## config.mk

```make
export PLATFORM = sky130hd
export DESIGN_NAME = decode_operand_stage
export DESIGN_NICKNAME = d
export VERILOG_FILES = /design/src/rtl/decode_operand_stage.sv
export SDC_FILE = /design/constraint.sdc
export NUM_CORES = 1
export LEC_CHECK = 0
export ABC_AREA = 1
export CORE_MARGIN = 5
export CORE_UTILIZATION = 45
export CTS_CLUSTER_DIAMETER = 80
export DETAILED_ROUTE_END_ITERATION = 8
export PLACE_DENSITY = 0.95
export SLEW_MARGIN = 20
export SYNTH_ARGS = -nofsm -noshare
export SYNTH_HDL_FRONTEND = slang
export SYNTH_SLANG_ARGS = --single-unit
```

## constraint.sdc

```tcl
create_clock -name clk -period 4.86 [get_ports clk]
set_input_delay 0.972 -clock clk [delete_from_list [all_inputs] [get_ports clk]]
set_output_delay 0.972 -clock clk [all_outputs]
set_load 0.01 [all_outputs]
```

## src/rtl/decode_operand_stage.sv

```systemverilog
// Decode / operand-fetch stage: reads two operands from the register bank and registers
// the decoded instruction for execute. A per-register pending scoreboard stalls RAW/WAW hazards.
module decode_operand_stage #(
  parameter int         STALL_CNT_W = 16,
  parameter logic [5:0] WB_OPC_MAX  = 6'h10
) (
  input  logic                   clk,
  input  logic                   rst,
  input  logic                   in_valid,
  output logic                   in_ready,
  input  logic [31:0]            in_instr,
  output logic [3:0]             read_reg1,
  output logic [3:0]             read_reg2,
  input  logic [31:0]            data_out1,
  input  logic [31:0]            data_out2,
  output logic                   out_valid,
  input  logic                   out_ready,
  output logic [5:0]             out_opcode,
  output logic [3:0]             out_rd,
  output logic [31:0]            out_a,
  output logic [31:0]            out_b,
  output logic [31:0]            out_imm,
  output logic                   out_writes_rd,
  input  logic                   wb_valid,
  input  logic [3:0]             wb_reg,
  input  logic                   flush,
  output logic [STALL_CNT_W-1:0] stall_count
);

  function automatic logic writes_rd_f(input logic [5:0] opc, input logic [3:0] rd);
    return (opc <= WB_OPC_MAX) && (rd != 4'd0);
  endfunction

  function automatic logic signed [31:0] sext_imm(input logic [13:0] imm);
    return {{18{imm[13]}}, imm};
  endfunction

  function automatic logic [STALL_CNT_W-1:0] sat_inc(input logic [STALL_CNT_W-1:0] cnt);
    return (&cnt) ? cnt : cnt + {{(STALL_CNT_W-1){1'b0}}, 1'b1};
  endfunction

  logic [5:0]              opc_in;
  logic [3:0]              rd_in;
  logic [3:0]              rs_in;
  logic [3:0]              rt_in;
  logic                    wr_in;
  logic                    hazard;
  logic                    accept;
  logic [15:0]             pending;
  logic [15:0]             pending_nxt;
  logic [STALL_CNT_W-1:0]  stall_cnt;

  logic                    vld_p0;
  logic [5:0]              opc_p0;
  logic [3:0]              rd_p0;
  logic signed [31:0]      a_p0;
  logic signed [31:0]      b_p0;
  logic signed [31:0]      imm_p0;
  logic                    wr_p0;

  assign opc_in    = in_instr[31:26];
  assign rd_in     = in_instr[25:22];
  assign rs_in     = in_instr[21:18];
  assign rt_in     = in_instr[17:14];
  assign wr_in     = writes_rd_f(opc_in, rd_in);
  assign read_reg1 = rs_in;
  assign read_reg2 = rt_in;

  assign hazard   = pending[rs_in] | pending[rt_in] | (wr_in & pending[rd_in]);
  assign in_ready = ~rst & ~flush & ~hazard & (~vld_p0 | out_ready);
  assign accept   = in_valid & in_ready;

  // Order matters: a set from a new accept overrides any clear on the same index.
  always_comb begin
    pending_nxt = pending;
    if (wb_valid)
      pending_nxt[wb_reg] = 1'b0;
    if (flush && vld_p0 && wr_p0)
      pending_nxt[rd_p0] = 1'b0;
    if (accept && wr_in)
      pending_nxt[rd_in] = 1'b1;
  end

  // ---- stage p0: decoded instruction and operands held for execute ----
  always_ff @(posedge clk) begin
    if (rst) begin
      vld_p0    <= 1'b0;
      pending   <= '0;
      stall_cnt <= '0;
      opc_p0    <= '0;
      rd_p0     <= '0;
      a_p0      <= '0;
      b_p0      <= '0;
      imm_p0    <= '0;
      wr_p0     <= 1'b0;
    end else begin
      pending <= pending_nxt;
      if (in_valid && hazard && !flush)
        stall_cnt <= sat_inc(stall_cnt);
      if (accept) begin
        vld_p0 <= 1'b1;
        opc_p0 <= opc_in;
        rd_p0  <= rd_in;
        a_p0   <= data_out1;
        b_p0   <= data_out2;
        imm_p0 <= sext_imm(in_instr[13:0]);
        wr_p0  <= wr_in;
      end else if (flush || out_ready) begin
        vld_p0 <= 1'b0;
      end
    end
  end

  assign out_valid     = vld_p0;
  assign out_opcode    = opc_p0;
  assign out_rd        = rd_p0;
  assign out_a         = a_p0;
  assign out_b         = b_p0;
  assign out_imm       = imm_p0;
  assign out_writes_rd = wr_p0;
  assign stall_count   = stall_cnt;

endmodule

```

# Word level (Yosys, flattened, before mapping)
# Cells that the tools add are included.
dict set report op_classes {
  shifts 0
  reduce_logical 15
  bitwise_logic 18
  multipliers 0
  n_mux 17
  div 0
  order_cmp 9
  n_eq_ne 0
  addsub 1
}
# cell n
set ops {}
lappend ops {{$mux W16} 3}
lappend ops {{$and A16 B16 Y16} 2}
lappend ops {{$not A16 Y16} 2}
lappend ops {{$lt A4 B5 Y1 const B} 5}
lappend ops {{$add A16 B1 Y16 const B} 1}
lappend ops {{$or A16 B16 Y16} 1}
lappend ops {{$reduce_and A16 Y1} 1}
lappend ops {{$bmux W1 S4} 3}
lappend ops {{$demux W1 S4} 3}
lappend ops {{$ge A4 B1 Y1 const B} 3}
lappend ops {{$logic_and A1 B1 Y1} 9}
lappend ops {{$mux W1} 8}
lappend ops {{$le A6 B5 Y1 const B} 1}
lappend ops {{$and A1 B1 Y1} 5}
lappend ops {{$not A1 Y1} 5}
lappend ops {{$reduce_bool A4 Y1} 1}
lappend ops {{$or A1 B1 Y1} 3}
lappend ops {{$reduce_and A2 Y1} 1}
lappend ops {{$reduce_bool A2 Y1} 1}
lappend ops {{$logic_not A1 Y1} 1}
lappend ops {{$logic_or A1 B1 Y1} 1}
dict set report word_totals {
  romBits 0
  ramBits 0
  latch_bits 0
  input_bits 106
  out_inout_bits 133
  regBits 122
  wordCells 69
  n_memories 0
}

# Logic depth before layout (Yosys ltp)
# Gate-level depths: netlist (run 1).
dict set report depth {
  word_depth 11
  ltp_mapped 13
}

# Worst setup path before layout (run 1)
# No wires, ideal clock.
dict set report synth_path {
  path_type {input port to output port}
  startpoint {input in_instr[14]}
  endpoint {output in_ready}
  path_slack_ps 1960
  t_required_ps 3888
  path_buffers 1
  arrival_time_ps 1928
  stages 10
  cell_sequence {buf_2 inv_2 nand2_1 nand3_1 nand3_1 nand3_1 nand2_1 nor2_1 nand3_1 inv_1}
}
dict set report synth_via {
  elab_chain_len 7
}
# element line
set synth_lines {}
lappend synth_lines {{from (decl)} 11} ;# input logic [31:0] in_instr,
lappend synth_lines {{$bmux W1 S4} 69} ;# assign hazard = pending[rs_in] | pending[rt_in] | (wr_in & pending[rd_in]);
lappend synth_lines {{$mux W1 (implied by the code)} 69}
lappend synth_lines {{$or A1 B1 Y1 (2 in a row)} 69}
lappend synth_lines {{$not A1 Y1} 70} ;# assign in_ready = ~rst & ~flush & ~hazard & (~vld_p0 | out_ready);
lappend synth_lines {{$and A1 B1 Y1 (2 in a row)} 70}
lappend synth_lines {{to (decl)} 10} ;# output logic in_ready,
# Every way passes these cells. The select of a mux whose other input is x is not followed.

# Worst setup path after layout (run 1)
dict set report layout_path {
  startpoint {input in_instr[22]}
  endpoint {output in_ready}
}
dict set report layout_via {
  elab_chain_len 7
}
# element line
set layout_lines {}
lappend layout_lines {{$bmux W1 S4 / $reduce_bool A4 Y1 (equally long branches)} {69, 31}}
lappend layout_lines {{$mux W1 (implied by the code) / $logic_and A1 B1 Y1 (equally long branches)} {69, 31}}
lappend layout_lines {{$and A1 B1 Y1 *} 69}
lappend layout_lines {{$or A1 B1 Y1 *} 69}
lappend layout_lines {{$not A1 Y1 *} 70}
lappend layout_lines {{$and A1 B1 Y1 * (2 in a row)} 70}
# Every way passes the cells marked *; elsewhere a longest branch is shown, timed or not. The select of a mux whose other input is x is not followed.

==> impl_summary.md, run 1 <==
Timing
The minimum period implied by the final worst setup slack is 4.26 ns. The final count of hold timing violations was 0. In this run the tightest slew margin relative to its limit is 56.0%. The worst hold slack across all endpoints is 0.462 ns. The final-layout setup total negative slack is 0 ns. The max-slew violation total from the final report is 0. Once routing completed, OpenROAD measured the worst setup slack at 0.602 ns. The highest achievable clock rate is 0.235 GHz. The final clock period utilization by the worst path is 87.6%. Clock skew on the completed layout was measured at 0.00855 ns. Setup violations remaining at the end of the flow were counted as 0. The transition time at the pin with the least slew margin is 0.657 ns. Setup repair after global routing left no endpoint under its margin.

Final layout
The number of filler instances in the final layout is 993. The post-layout instance area is 8510 um2. After the last flow step, the layout net total stands at 1132. The final core utilization is 68.0%. The share of cells above drive strength 1 is 4.24%. The number of diodes added for antenna fixing is 0. The signed area change from the synthesized netlist to the final layout is 49.4%.

For this run, the number of standard cells in the final layout without fillers is 1210.

Clock network
The clock transition at the register clock pins on the worst setup and hold paths after CTS is 0.05 ns. The number of gates resized after CTS was 0. The H-tree depth is 4. The number of buffers inserted during clock tree synthesis is 17. The root buffer cell is sky130_fd_sc_hd__clkbuf_16. The number of setup buffers added after CTS is 0. Clock latency on the worst-skew pair, taken at its later pin, is 0.41 ns. The clock passes through at most 2 buffers. TritonCTS built the clock tree.

The clock drives 122 sinks. The hold-fix buffer count after cts is 0.

Floorplan
The starting utilization of the core area is 45.5%. The overall die area is 15000 um2. The core area is 12500 um2. The die is 122 um wide. The floorplan has 41 rows. The I/O pin total is 239. The vertical die dimension is 122 um.

Setup path
At the worst endpoint, the required time is 3.89 ns. The worst setup path is of the input port to output pin kind. The type of destination of the critical path is an output pin. The most common cell type on the critical path is sky130_fd_sc_hd__nand2_1. The signal on the critical path passes through clkdlybuf4s50_1, inv_2, nand2_1, nor2_1, nor2_1, nand2_1, nand2_1, nand2_1, o21ai_2, nand3_1, inv_1, clkdlybuf4s50_1. The largest stage delay on the critical path is 0.74 ns. The worst setup path is launched from an input port. Data on the critical path arrives at its endpoint at 3.29 ns. Along the worst path, the maximum fanout reaches 14. The slowest stage of the critical path is the sky130_fd_sc_hd__clkdlybuf4s50_1 cell.

Job
The total of max-cap violations is 0.

Placed design
The worst setup slack before clock tree synthesis is 0.630 ns. The final estimated routing congestion in global placement is 0.963. Once placement finished, the instance area stood at 7970 um2.

The number of cells after detailed placement is 1178. The quantity of I/O buffers inserted on ports is 238. The placed wire-length estimate is 13800 um.

Power and ir drop
Dividing total power by cell area gives a power density of 290 nW/um2. Overall power consumption after layout is estimated at 2.47 mW. In this run switching power makes up 23.4% of total power. The relative contribution of sequential cells to total power is 41.9%. The internal power contribution is 1.89 mW. The largest vdd supply drop is 0.233 mV. The net switching power of the design is 0.577 mW. The leakage power total is 3.08 nW.

In this run, the clock network consumes 46.5% of the power. Combinational logic is responsible for 11.6% of the overall power.

Yosys
The sequential cell area fraction in the yosys report is 42.9%. By area the synthesized netlist is led by sky130_fd_sc_hd__dfxtp_1, sky130_fd_sc_hd__nand2_1, sky130_fd_sc_hd__a21oi_1. The register bit total from synthesis is 122.

Counting every instance in the synthesized netlist gives 828. The flip-flop cell with the highest count after synthesis is sky130_fd_sc_hd__dfxtp_1. A synthesized cell averages 6.88 um2. Sorting the synthesized cells by how often they occur yields sky130_fd_sc_hd__nand2_1, sky130_fd_sc_hd__a21oi_1, sky130_fd_sc_hd__dfxtp_1, sky130_fd_sc_hd__inv_1, sky130_fd_sc_hd__nand3_1.

For this run, the number of Yosys warnings is 0. Of all cell types, the one taking the most synthesized area is sky130_fd_sc_hd__dfxtp_1. The count of flip-flops with a built-in enable after synthesis is 0.

Yosys instantiated no cell more often than sky130_fd_sc_hd__nand2_1. The synthesized netlist contains 27 unique library cells. The mapped cell area is 5690 um2. In this run the biggest area consumer among cell types represents 42.9% of the synthesized area. The fraction of registers with async set/reset is 0%. When the netlist entered floorplanning its net count stood at 935.

Detailed routing
Dividing the detail-routed via count by the number of cells gives 5.15. The total length of routed wires is 19000 um. The pre-antenna-repair detailed-routing pass consisted of 5 iterations.

The wire length per cell is 15.7 um. Summing over every cut layer, the via total after detailed routing is 6234. The highest layer touched by signal routing is met4.

The routed length on met1 is 6990 um. Summed over all nets, wire length on met2 after detailed routing comes to 9460 um. The detailed router finished its first iteration with 371 violations. The detail route stage leaves a number of antenna-violating nets equal to 0.

The detailed route wirelength on metal3 is 1990 um. After detailed routing, the number of remaining DRC violations is 0.

Min path
The type of the worst min-delay path is register to register.

GRT
The total track usage is 24.9%. The via count of the first global-routing pass is 6064. Entering global routing, the biggest net connects 66 pins. Summed over all layers, the global routing overflow is 0. The initial antenna violation count is 0.

The first global-routing pass estimated 29400 um of wire.

Outcome
The run finished with clean final reports.
-- power by group through the flow --
stage | registers (mW) | clock network [mW] | logic (mW)
2_1_floorplan | 1.06 | 0 | 0.115
3_3_place_gp | 1.05 | 0 | 0.280
3_5_place_dp | 1.05 | 0 | 0.285
4_1_cts | 1.03 | 1.16 | 0.287
5_1_grt | 1.04 | 1.22 | 0.310
6_report | 1.03 | 1.15 | 0.287
-- metal layers --
metal / up-vias / track usage, %
met4: 0 / 11.1
met1: 2855 / 26.6
met2: 277 / 42.9
li1: 3059 / -
met3: 43 / 10.5
met5: - / 0
-- cell families after synthesis --
family,after synthesis,synth area share [%]
AO/OA/AOI/OAI,149,14.2
adder cells (fa/ha/maj),1,0.220
buffers and inverters,132,10.9
XOR/XNOR,13,2.00
flip-flops,122,42.9
AND/OR/NAND/NOR,411,29.8
-- state kept, by name (all words and copies together), names as in the netlist --
name	count
out_opcode	6
stall_count	16
out_b	32
out_a	32
out_rd	4
pending	16
out_writes_rd	1
out_imm	14
out_valid	1
-- final timing paths --
path	start	end	slack [ns]	cells after the start
max	in_instr[22]	in_ready	0.60	12
min	out_opcode[2]	out_opcode[2]	0.46	2
max reg2reg	stall_count[0]	stall_count[4]	2.25	7
min reg2reg	out_opcode[2]	out_opcode[2]	0.46	2
-- cells in the final DEF, fill, tap and decap left out, types with 8 or more instances in the layout --
master	synthesis	routed
sky130_fd_sc_hd__a21oi_1	122	122
sky130_fd_sc_hd__xor2_1	8	8
sky130_fd_sc_hd__buf_4	26	8
sky130_fd_sc_hd__dfxtp_1	122	122
sky130_fd_sc_hd__nand2_1	279	279
sky130_fd_sc_hd__clkdlybuf4s50_1	0	237
sky130_fd_sc_hd__nor3_1	12	12
sky130_fd_sc_hd__inv_1	61	61
sky130_fd_sc_hd__nor2_1	43	43
sky130_fd_sc_hd__nand3_1	54	54
sky130_fd_sc_hd__nand4_1	17	17
sky130_fd_sc_hd__clkbuf_16	0	17
sky130_fd_sc_hd__o21ai_0	10	10
-- final cells by class --
type	instances	area, um2	share of cell area (%)
sequential	122	2440	28.7
clock buffer	24	472	5.54
multi-input combinational	574	2630	30.9
clock inverter	8	70.1	0.824
timing repair buffer	245	2430	28.6
inverter	65	244	2.87
tap	172	215	2.53
-- worst max-delay path: cells and delay by family --
family	cells	cell delay (ns)
buffers and inverters	4	1.52
AO/OA/AOI/OAI	1	0.15
AND/OR/NAND/NOR	7	0.64
No activity file was read; power rests on OpenSTA's default activity.
==> inputs of run 2 (changes only) <==
Settings changed: HOLD_SLACK_MARGIN from default to 0.12.
==> results of run 2 <==
Same layout as run 1: the final DEF is identical, and so are final timing and power.
==> inputs of run 3 (changes only) <==
Settings changed: GPL_TIMING_DRIVEN from default to 1.
==> results of run 3 <==
Same layout as run 1: the final DEF is identical, and so are final timing and power.
